===== src/rtl/fd_pkg.sv =====
// Shared definitions for the fetch/decode stage: opcodes, instruction field positions, FSM states.
// Optional JMP handling in fetch_decode is enabled by defining FD_JUMP_EN.
package fd_pkg;

  localparam logic [4:0] OP_NOP  = 5'h00;
  localparam logic [4:0] OP_JMP  = 5'h1E;
  localparam logic [4:0] OP_HALT = 5'h1F;

  localparam int OPCODE_MSB = 31;
  localparam int OPCODE_LSB = 27;
  localparam int RDST_MSB   = 26;
  localparam int RDST_LSB   = 22;
  localparam int RSRC1_MSB  = 21;
  localparam int RSRC1_LSB  = 17;
  localparam int RSRC2_MSB  = 16;
  localparam int RSRC2_LSB  = 12;
  localparam int IMM_MSB    = 11;
  localparam int IMM_LSB    = 0;

  typedef enum logic [2:0] {
    IDLE,
    FETCH,
    WAIT_MEM,
    ISSUE,
    HALT
  } fd_state_t;

endpackage


===== src/rtl/instr_split.sv =====
// Purely combinational split of a 32-bit instruction word into its five fields.
module instr_split
  import fd_pkg::*;
(
  input  logic [31:0] instr,
  output logic [4:0]  opcode,
  output logic [4:0]  rdst,
  output logic [4:0]  rsrc1,
  output logic [4:0]  rsrc2,
  output logic [11:0] imm
);

  assign opcode = instr[OPCODE_MSB:OPCODE_LSB];
  assign rdst   = instr[RDST_MSB:RDST_LSB];
  assign rsrc1  = instr[RSRC1_MSB:RSRC1_LSB];
  assign rsrc2  = instr[RSRC2_MSB:RSRC2_LSB];
  assign imm    = instr[IMM_MSB:IMM_LSB];

endmodule


===== src/rtl/fetch_decode.sv =====
// Fetch/decode stage: fetches words, registers decoded fields and holds enable until done.
// Define FD_JUMP_EN to resolve JMP locally (pc <= imm) instead of issuing it downstream.
module fetch_decode
  import fd_pkg::*;
#(
  parameter int                ADDR_W   = 8,
  parameter logic [ADDR_W-1:0] RESET_PC = '0,
  parameter int                IMEM_LAT = 1
) (
  input  logic              clk,
  input  logic              rst_n,
  input  logic              start,
  output logic [ADDR_W-1:0] imem_addr,
  output logic              imem_rd,
  input  logic [31:0]       imem_data,
  input  logic              imem_valid,
  output logic [4:0]        opcode,
  output logic [4:0]        rdst,
  output logic [4:0]        rsrc1,
  output logic [4:0]        rsrc2,
  output logic [11:0]       imm,
  output logic              enable,
  input  logic              done,
  output logic              halted,
  output logic [ADDR_W-1:0] pc
);

  // The stage keeps one request outstanding and simply waits for imem_valid,
  // so the latency only has to lie in the supported range.
  generate
    if ((IMEM_LAT < 1) || (IMEM_LAT > 4)) begin : g_bad_imem_lat
      $error("fetch_decode: IMEM_LAT must be in 1..4");
    end
  endgenerate

  fd_state_t         state_reg, state_next;
  logic [ADDR_W-1:0] pc_reg, pc_next;
  logic              capture;

  logic [4:0]  split_opcode, split_rdst, split_rsrc1, split_rsrc2;
  logic [11:0] split_imm;

  logic [4:0]  opcode_reg, rdst_reg, rsrc1_reg, rsrc2_reg;
  logic [11:0] imm_reg;

  instr_split u_split (
    .instr  (imem_data),
    .opcode (split_opcode),
    .rdst   (split_rdst),
    .rsrc1  (split_rsrc1),
    .rsrc2  (split_rsrc2),
    .imm    (split_imm)
  );

`ifdef FD_JUMP_EN
  logic [ADDR_W-1:0] jmp_target;
  // Size cast truncates for narrow PCs and zero-extends for wide ones.
  assign jmp_target = ADDR_W'(split_imm);
`endif

  always_ff @(posedge clk or negedge rst_n) begin
    if (!rst_n) begin
      state_reg <= IDLE;
      pc_reg    <= RESET_PC;
    end else begin
      state_reg <= state_next;
      pc_reg    <= pc_next;
    end
  end

  always_ff @(posedge clk or negedge rst_n) begin
    if (!rst_n) begin
      opcode_reg <= '0;
      rdst_reg   <= '0;
      rsrc1_reg  <= '0;
      rsrc2_reg  <= '0;
      imm_reg    <= '0;
    end else if (capture) begin
      opcode_reg <= split_opcode;
      rdst_reg   <= split_rdst;
      rsrc1_reg  <= split_rsrc1;
      rsrc2_reg  <= split_rsrc2;
      imm_reg    <= split_imm;
    end
  end

  always_comb begin
    state_next = state_reg;
    pc_next    = pc_reg;
    capture    = 1'b0;
    case (state_reg)
      IDLE: begin
        if (start) begin
          pc_next    = RESET_PC;
          state_next = FETCH;
        end
      end
      FETCH: begin
        state_next = WAIT_MEM;
      end
      WAIT_MEM: begin
        if (imem_valid) begin
          capture = 1'b1;
          case (split_opcode)
            OP_NOP: begin
              pc_next    = pc_reg + ADDR_W'(1);
              state_next = FETCH;
            end
            OP_HALT: begin
              state_next = HALT;
            end
`ifdef FD_JUMP_EN
            OP_JMP: begin
              pc_next    = jmp_target;
              state_next = FETCH;
            end
`endif
            default: begin
              state_next = ISSUE;
            end
          endcase
        end
      end
      ISSUE: begin
        // done has priority; start is never looked at in this state.
        if (done) begin
          pc_next    = pc_reg + ADDR_W'(1);
          state_next = FETCH;
        end
      end
      HALT: begin
        if (start) begin
          pc_next    = RESET_PC;
          state_next = FETCH;
        end
      end
      default: begin
        state_next = IDLE;
      end
    endcase
  end

  // Status outputs decode straight from the state register so reset drops them at once.
  assign imem_rd   = (state_reg == FETCH);
  assign enable    = (state_reg == ISSUE);
  assign halted    = (state_reg == HALT);
  assign imem_addr = pc_reg;
  assign pc        = pc_reg;

  assign opcode = opcode_reg;
  assign rdst   = rdst_reg;
  assign rsrc1  = rsrc1_reg;
  assign rsrc2  = rsrc2_reg;
  assign imm    = imm_reg;

endmodule

===== config.mk =====
export PLATFORM = sky130hd
export DESIGN_NAME = fetch_decode
export DESIGN_NICKNAME = d
export VERILOG_FILES = /design/src/rtl/fd_pkg.sv /design/src/rtl/instr_split.sv /design/src/rtl/fetch_decode.sv
export SDC_FILE = /design/constraint.sdc
export NUM_CORES = 1
export LEC_CHECK = 0
export CORE_MARGIN = 3
export CORE_UTILIZATION = 42
export DETAILED_ROUTE_END_ITERATION = 8
export PLACE_DENSITY = 0.88
export SLEW_MARGIN = 15
export SYNTH_ARGS = -nofsm -noshare
export SYNTH_HDL_FRONTEND = slang
export SYNTH_SLANG_ARGS = --single-unit

===== constraint.sdc =====
create_clock -name clk -period 2 [get_ports clk]
set_input_delay 0.5 -clock clk [delete_from_list [all_inputs] [get_ports clk]]
set_output_delay 0.5 -clock clk [all_outputs]
set_load 0.01 [all_outputs]

# Word level (Yosys, flattened, before mapping)
# Index checks and enable logic that the tools add are counted.
[totals] elab_cells=35 output_inout_bits=51 ff_bits=43
[op_classes] reduce_logical=6 add_sub_neg=1 muxes=12 eq_ne=9
[op_table] op="8-bit two-way mux" count=4
[op_table] op="8-bit one-hot mux with 3 select lines" count=1
[op_table] op="3-bit one-hot mux with 4 select lines" count=1
[op_table] op="3-bit two-way mux" count=3
[op_table] op="8-bit by 1-bit adder with 8-bit output, second input constant" count=1
[op_table] op="3-bit by 2-bit == test with 1-bit output, second input constant" count=2
[op_table] op="3-bit one-hot mux with 2 select lines" count=1
[op_table] op="5-bit == test, second input constant" count=1
[op_table] op="5-bit logical NOT" count=1
[op_table] op="5-bit AND reduction" count=1
[op_table] op="2-bit by 1-bit inequality test with 1-bit output, second input constant" count=2
[op_table] op="2-bit inequality test, second input constant" count=2
[op_table] op="3-bit by 1-bit == test with 1-bit output, second input constant" count=1
[op_table] op="3-bit == test, second input constant" count=1
[op_table] op="3-bit logical NOT" count=1
[op_table] op="3-bit AND reduction" count=1
[op_table] op="3-bit nonzero test" count=1
[op_table] op="1-bit two-way mux" count=2
[op_table] op="2-bit OR reduction" count=1

# Logic depth before layout (Yosys ltp)
[logic_depth] word_depth=4 ltp_mapped=6 ltp_nobuf=5

# Hierarchy
# A second synthesis with hierarchy kept.
[unflattened] hier_cells=198 area_unflattened_um2=2292.2
[by_module_without_submodules] mod="fetch_decode" instances=1 area_per_inst_um2=2052.0 seq_area_each_um2=1076.0 cells_per_inst=166
[by_module_without_submodules] mod="instr_split" instances=1 area_per_inst_um2=240.2 seq_area_each_um2=0.0 cells_per_inst=32

# Worst setup path after synthesis
# Ideal clock, no wire load.
[synth_timing] path_type="flip-flop to flip-flop" start="register pc_reg[0] (netlist: imem_addr[0])" end="register pc_reg[4] (netlist: imem_addr[4])" setup_time_ns=0.080 arrival_time_ns=1.570 path_stages_with_launch=6 required_time_ns=1.920 path_slack_ns=0.350 cell_sequence="dfrtp_1 ha_1 inv_1 or4_4 mux2_4 o211ai_2"
[synth_via] elab_chain_cells=4 elab_cells_between_ends=5
[synth_lines] item="start: declaration" line="fetch_decode.sv:37" text="logic [ADDR_W-1:0] pc_reg, pc_next;"
[synth_lines] item="start signal: assignment" line="fetch_decode.sv:67" text="pc_reg <= pc_next;"
[synth_lines] item="8-bit by 1-bit adder with 8-bit output *" line="fetch_decode.sv:106, fetch_decode.sv:127"
[synth_lines] item="8-bit two-way mux" line="fetch_decode.sv:104" text="case (split_opcode)"
[synth_lines] item="8-bit two-way mux" line="fetch_decode.sv:102" text="if (imem_valid) begin"
[synth_lines] item="8-bit one-hot mux with 3 select lines *" line="fetch_decode.sv:91" text="case (state_reg)"
# Every way passes the cells marked *; elsewhere a longest branch is shown, timed or not. The select of a mux whose other input is x is not followed.
# A chain may end at the register's enable or synchronous reset.

# Worst setup path after layout
[layout_timing] start="register pc_reg[2] (netlist: imem_addr[2])" end="output port imem_addr[2]"
[layout_rtl] item="end: declaration" line="fetch_decode.sv:13" text="output logic [ADDR_W-1:0] imem_addr,"
# No word-level cell between the ends.

==> results.cfg <==
[run_status]
status = complete, no violations

[clock_tree]
cts_buffers = 5
cts_sinks = 43
ctsHtreeMaxLevel = 2
postCtsHoldBufs = 0
clock_path_buffers = 2
postCtsSetupBuffers = 0
insertion_delay_ps = 300
ctsResizeCount = 5
tritoncts = yes
cts_root_buf = clkbuf_8
path_clk_slew_ps = 80

[global_routing]
grtUsageMet2_pct = 31.3
grt_max_degree = 23
grt_pass1_vias = 1676
busiest_layer = met2
grt_util_met3_pct = 5.94
met1_usage_pct = 20.1
grt_pass1_wl_mm = 7.71
grtUsageTotal_pct = 17.8
grt_overflow = 0
antenna_found_initial = 0

[pwr]
p_per_area_nw_per_um2 = 1440
cellLeakagePower_nw = 1.31
vdd_drop_max_v = 0.000802

[placement]
gp_congestion = 0.786
pre_cts_slack_ps = -142
place_hpwl_mm = 3.74
port_buffers = 87
dp_cells = 320
placed_cell_area_um2 = 3020

[routing]
drt_first_pass_iters = 4
drtAntennaViolNets = 0
num_vias = 1631
first_iter_violations = 90
drc = 0
avgViaCountPerCell = 4.97
drt-wirelength-per-cell_um = 14.5
wl_mm = 4.74

[cells_and_area]
layout-drive-gt1-share_pct = 25.9
largest_reg_flops = 12
fin_nets = 300
area_growth_pct = 52.0
antennaDiodeCount = 0
fin_util_pct = 68.8
design_area_um2 = 3120
fin_cells = 328

[logic_synthesis]
yosysTopAreaCell = dfrtp_1
netlist_top_cells_area = dfrtp_1 52%, mux2_2 18%, buf_4 4.0%
yosysSeqAreaShare_pct = 52.4
synth_common_cells = 43 x dfrtp_1, 33 x mux2_2, 11 x buf_4
yosys.area.top_type_share_pct = 52.4
syn-mean-instance-area_um2 = 12.4
synth_nets = 204
synthFlopType = dfrtp_1
ys_types = 36
netlist_instances = 166
synth-seq-cells = 43
synth-edff-count = 0
yosysMostFrequentCell = dfrtp_1
synth.cell_area_um2 = 2050
synthArstFlopShare_pct = 100
ys_warn_count = 0

[floorplanning]
coreArea_um2 = 4530
rows = 24
die_area_um2 = 5760
start_util_pct = 45.3
die_w_um = 75.9
ioPinCount = 88
fp.dieH_um = 75.9

[critical_path]
crit_start = imem_addr[2]
start_kind = register
slowest_delay_ps = 600
cp_max_fo = 9
critPathKind = register to primary output
r2r-start = imem_addr[0]
crit_path_cell_trace = clkdlybuf4s50_1
crit_path_end_kind = primary output
crit_buf_inv = 1
crit_family = buffers and inverters
required_ps = 1500
slowest_stage = clkdlybuf4s50_1
cp_data_arrival_time_ps = 1410

[sta]
rsz0062_at_grt = no
hold_viol = 0
period_minus_slack_ps = 1910
worst_pin_slew_ps = 431
setup_viol = 0
slew_headroom_pct = 71.3
max_freq_ghz = 0.524
period_share_pct = 95.4
finClkSkew_ps = 8.79
slew_viol_final = 0
setup_slack_ps = 92.2

[worst_hold_path]
hold_class = input pin to async pin

[job]
cap_violations = 0
## metal layers
layer	up-vias	routed length (um)
li1	782	-
met1	771	1880
met2	71	2390
met3	7	397
met4	0	69
met5	-	0
## metrics by stage
stage	setup TNS (ps)	total power (W)	hold WS, ps
after floorplan	0	0.00276	204
after global placement	-820	0.00386	463
after detailed placement	-763	0.00395	470
after CTS	0	0.00455	146
after global routing	0	0.00480	155
final	0	0.00450	129
## final timing paths
kind                            slack, ps      endpoint  cells after the start
worst min-delay path                  130        imm[0]                      1
worst max-delay path                   90  imem_addr[2]                      1
max in group asynchronous            1330     opcode[2]                      2
worst min register to register        490     opcode[3]                      1
min in group clk                      490     opcode[3]                      1
worst max register to register        270  imem_addr[4]                      5
## logic make-up (layout without fill, tap and decap cells)
kind of cell    after synthesis  in the layout  share of synthesized area [%]
simple gates                 43             43                           12.3
buf+inv                      22            119                           7.20
flops                        43             43                           52.4
mux                          37             37                           20.4
fa+ha+maj                     1              1                          0.610
compound gates               20             20                           7.07
## layout make-up
class / instances / area [um^2]
repair buffers: 104 / 1000
clock buffers: 8 / 100
multi-input cells: 101 / 831
well taps: 65 / 81.3
fillers: 349 / 1420
flip-flops and latches: 43 / 1080
inverters: 7 / 26.3
## power by group
part | total (W) | switching [W] | leakage (nW) | internal, W
clock network | 0.000602 | 0.000286 | 0.0515 | 0.000315
logic | 0.00232 | 0.000894 | 0.764 | 0.00143
registers | 0.00158 | 0.000299 | 0.496 | 0.00128
## layout by cell type (no fill, tap or decap), types with 4 or more instances in the layout
| cell | count |
|---|---|
| inv_1 | 7 |
| dfrtp_1 | 42 |
| clkdlybuf4s50_1 | 83 |
| clkbuf_8 | 7 |
| mux2_2 | 33 |
| buf_4 | 16 |
| nor2_1 | 9 |
| nand4_1 | 4 |
| o211ai_1 | 10 |
| nand2_1 | 6 |
| nand3_1 | 8 |
Power figures use the tool's default switching activity.
